$ cat src/rtl/kpn_fifo_channel.sv
// Blocking FIFO channel between two KPN process nodes: full stalls the writer,
// empty stalls the reader; registered read port with one-cycle valid pulse.
module kpn_fifo_channel #(
  parameter int DATA_WIDTH = 16,
  parameter int DEPTH      = 8,
  parameter int ADDR_WIDTH = 3
) (
  input  logic                  clk,
  input  logic                  rst_n,
  input  logic                  wr,
  input  logic [DATA_WIDTH-1:0] data_in,
  output logic                  full,
  input  logic                  rd,
  output logic [DATA_WIDTH-1:0] data_out,
  output logic                  empty,
  output logic                  valid,
  output logic [ADDR_WIDTH:0]   count,
  output logic                  overflow,
  output logic                  underflow
);

  localparam logic [ADDR_WIDTH:0] DEPTH_CNT = (ADDR_WIDTH+1)'(DEPTH);

  logic [DATA_WIDTH-1:0] mem_q [DEPTH];

  logic [ADDR_WIDTH-1:0] wr_ptr_q, wr_ptr_d;
  logic [ADDR_WIDTH-1:0] rd_ptr_q, rd_ptr_d;
  logic [ADDR_WIDTH:0]   count_q,  count_d;
  logic [DATA_WIDTH-1:0] data_out_q, data_out_d;
  logic                  valid_q, valid_d;
  logic                  overflow_q, overflow_d;
  logic                  underflow_q, underflow_d;

  logic wr_acc, rd_acc;

  assign full   = (count_q == DEPTH_CNT);
  assign empty  = (count_q == '0);
  assign rd_acc = rd & ~empty;
  // A read on a full channel frees the slot the concurrent write lands in.
  assign wr_acc = wr & (~full | rd_acc);

  always_comb begin
    wr_ptr_d    = wr_ptr_q;
    rd_ptr_d    = rd_ptr_q;
    count_d     = count_q;
    data_out_d  = data_out_q;
    valid_d     = rd_acc;
    overflow_d  = overflow_q | (wr & ~wr_acc);
    underflow_d = underflow_q | (rd & empty);

    if (wr_acc) wr_ptr_d = wr_ptr_q + ADDR_WIDTH'(1);
    if (rd_acc) begin
      rd_ptr_d   = rd_ptr_q + ADDR_WIDTH'(1);
      data_out_d = mem_q[rd_ptr_q];
    end

    unique case ({wr_acc, rd_acc})
      2'b10:   count_d = count_q + (ADDR_WIDTH+1)'(1);
      2'b01:   count_d = count_q - (ADDR_WIDTH+1)'(1);
      default: count_d = count_q;
    endcase
  end

  always_ff @(posedge clk or negedge rst_n) begin
    if (!rst_n) begin
      wr_ptr_q    <= '0;
      rd_ptr_q    <= '0;
      count_q     <= '0;
      data_out_q  <= '0;
      valid_q     <= 1'b0;
      overflow_q  <= 1'b0;
      underflow_q <= 1'b0;
    end else begin
      wr_ptr_q    <= wr_ptr_d;
      rd_ptr_q    <= rd_ptr_d;
      count_q     <= count_d;
      data_out_q  <= data_out_d;
      valid_q     <= valid_d;
      overflow_q  <= overflow_d;
      underflow_q <= underflow_d;
    end
  end

  // Storage is deliberately left out of reset.
  always_ff @(posedge clk) begin
    if (wr_acc) mem_q[wr_ptr_q] <= data_in;
  end

  assign data_out  = data_out_q;
  assign valid     = valid_q;
  assign count     = count_q;
  assign overflow  = overflow_q;
  assign underflow = underflow_q;

endmodule

$ cat config.mk
export PLATFORM = sky130hd
export DESIGN_NAME = kpn_fifo_channel
export DESIGN_NICKNAME = d
export VERILOG_FILES = /design/src/rtl/kpn_fifo_channel.sv
export SDC_FILE = /design/constraint.sdc
export NUM_CORES = 1
export LEC_CHECK = 0
export ABC_AREA = 1
export CORE_ASPECT_RATIO = 0.6
export CORE_MARGIN = 10
export CORE_UTILIZATION = 55
export CTS_BUF_LIST = sky130_fd_sc_hd__clkbuf_4
export DETAILED_ROUTE_END_ITERATION = 8
export PLACE_DENSITY = 0.75
export SYNTH_ARGS = -nofsm -noshare
export SYNTH_HDL_FRONTEND = slang
export SYNTH_SLANG_ARGS = --single-unit
$ cat constraint.sdc
create_clock -name clk -period 2.9 [get_ports clk]
set_clock_uncertainty 0.15 [all_clocks]
set_input_delay 0.435 -clock clk [delete_from_list [all_inputs] [get_ports clk]]
set_output_delay 0.435 -clock clk [all_outputs]
set_load 0.1 [all_outputs]
==> impl_metrics.yaml <==
outcome:
  status: "completed"
sta:
  fmax_ghz: 0.4422
  setup_slack_ns: 0.6384
  relSlewSlack_pct: 57.19
  hold_viol: 0
  grt_setup_unrepaired: "no"
  tightest_slew_ns: 0.6382
  drv_slew: 0
  fin_crit_ns: 2.262
  setup_viol_count_final: 0
  fin_crit_sh_pct: 77.99
place:
  port_buffers: 44
  gp_congestion: 0.8710
  pre_cts_slack_ns: 0.3905
  dp.cells: 695
  dpl-instance-area_um2: 6870
  dp_hpwl_mm: 9.116
final_layout:
  fin_area_um2: 7138
  final_core_util_pct: 63.18
  final_cell_mix: "128 x edfxtp_1, 106 x nor2_1, 57 x o21ai_0"
  final_common_cell: "edfxtp_1"
  area_growth_pct: 12.59
  fin_nets: 579
  finalNonFillerCells: 727
  diodes: 0
  drive_gt1_share_pct: 15.70
global_routing:
  grt_pass1_vias: 3895
  grt_max_degree: 67
  grt_pass1_wl_mm: 22.02
  grt_antenna_before_repair: 0
  grt_util_all_layers_pct: 18.18
  grt.overflow.total: 0
synthesis:
  syn_inst: 499
  synth_xor_area_share_pct: 0.6907
  synth_top_area_share_pct: 60.63
  syn_area_um2: 6340
  yosys.area_share.simple_pct: 12.04
  avgSynthCellArea_um2: 12.71
  synthMuxAreaShare_pct: 0
  yosys.area.top_type: "edfxtp_1"
  synth-compound-area-share_pct: 9.631
  yosysSeqAreaShare_pct: 72.07
  synth_top_family_by_area: "simple AND/OR/NAND/NOR gates"
  ys_types: 28
  syn-num-nets: 524
  synthAdderAreaFrac_pct: 1.105
  synth_seq_cells: 157
  synth_area_leaders: "edfxtp_1 61%, dfrtp_1 11%, nor2_1 6.3%"
  yosysWarningCount: 0
worst_setup_path:
  crit_type: "flop to output port"
  crit_arrival_ns: 1.68
  path_cells: "nor2_2 -> nand3_1 -> inv_1 -> buf_4"
  crit_path_end_kind: "output port"
  crit_fanout: 5
  cpPeakStageDelay_ns: 0.46
  required_ns: 2.32
  cp-start-kind: "flop"
  cpMaxStageDelayCell: "dfrtp_1"
clock_network:
  tritoncts: "yes"
  insertion_delay_ns: 0.52
  root_buffer: "clkbuf_4"
  h-tree-depth: 4
  cts_resized: 0
  cts_max_path_buffers: 2
  clock-sinks: 157
  cts_inserted_buffers: 17
  clk_pin_slew_ns: 0.13
  cts_hold_buffers: 0
  post_cts_buffers: 0
drt:
  drt_pass1_iterations: 5
  vias: 4060
  viasPerCell: 5.585
  drtAntennaViolNets: 0
  drc_errors: 0
  wl_per_cell_um: 19.35
  drt-initial-drc-count: 436
  totalWireLength_mm: 14.07
pwr:
  combinationalPowerShare_pct: 45.4
  power_mw: 7.951
  switchingPower_mw: 3.669
  power.density_nw_per_um2: 1114
  leakage_nw: 2.620
  ir_drop_mv: 0.5298
  power_frac_clock_pct: 15.9
  internal-power_mw: 4.282
  p_sw_share_pct: 46.14
  pwr-share-seq_pct: 38.7
floorplanning:
  fp.dieW_um: 158.6
  pin_count: 45
  die_h_um: 103.2
  start_util_pct: 56.11
  core_um2: 11300
  num_rows: 30
  die-area_um2: 16360
worst_hold_path:
  worstHoldPathType: "primary input to async pin"
flow_run:
  drv_cap: 0
[metrics by stage]
step	hold WS, ns	TNS, ns
after floorplan	-0.01059	-0.5403
after global placement	0.3145	0
after detailed placement	0.3212	0
after CTS	0.1112	0
after global routing	0.1035	0
final	0.1294	0
[layout make-up]
class,instances,area [µm²]
flip-flops and latches,157,4569
repair buffers,64,553.0
inverters,16,60.06
well taps,160,200.2
clock buffers,19,142.6
multi-input cells,298,1488
fillers,843,4160
clock inverters,13,125.1
[flip-flops by register name, summed over array words and instances, names as in the netlist]
register	count
mem_q	128
data_out	16
count	4
rd_ptr_q	3
wr_ptr_q	3
overflow	1
underflow	1
valid	1
[synth_stat cells (all sizes together)]
cell      n
inv      15
nand3    22
nor2    107
o21ai    66
clkbuf    3
edfxtp  128
ha        4
buf      25
dfrtp    29
o21bai    2
xor2      4
nand4     1
xnor2     1
o211ai   32
nand2    55
or2       1
fa        1
a21oi     2
clkinv    1
[worst max-delay path, delay by kind of cell, from the launching register on]
kind / cells / cell delay [ns]
DFF: 1 / 0.46
and+or+nand+nor: 2 / 0.34
buffers and inverters: 2 / 0.36
[routing by layer]
| metal | vias up | GRT usage (%) | share of wire (%) |
|---|---|---|---|
| met2 | 200 | 25.64 | 44 |
| met4 | 0 | 5.457 | 1.0 |
| met3 | 15 | 5.792 | 9.8 |
| met1 | 1970 | 26.26 | 46 |
| met5 | - | 0 | 0 |
| li1 | 1875 | - | - |
[cells by family after synthesis]
family,count (synthesis)
and+or+nand+nor,186
AOI/OAI and AO/OA,102
xor gates and xnor gates,5
buffers and inverters,44
DFF,157
adders and majority gates,5
[power groups by stage]
stage / Combinational, mW / Clock (mW) / Sequential [mW]
after global routing: 3.90 / 1.39 / 3.12
after CTS: 3.61 / 1.29 / 3.08
after global placement: 3.52 / 0 / 3.10
after floorplan: 1.66 / 0 / 4.22
after detailed placement: 3.59 / 0 / 3.13
final: 3.61 / 1.27 / 3.07
[path summary, 6_finish.rpt]
path                                      start                  endpoint  slack, ns  cells after the start
setup / recovery           count[1]$_DFFE_PN0P_                      full       0.64                      4
hold / removal                            rst_n   data_out[1]$_DFFE_PN0P_       0.13                      2
setup reg to reg           count[1]$_DFFE_PN0P_      count[3]$_DFFE_PN0P_       0.71                     13
hold reg to reg              overflow$_DFF_PN0_        overflow$_DFF_PN0_       0.35                      1
max in group asynchronous                 rst_n  data_out[11]$_DFFE_PN0P_       2.18                      2
min in group clk             overflow$_DFF_PN0_        overflow$_DFF_PN0_       0.35                      1
No activity file was read; power rests on OpenSTA's default activity.
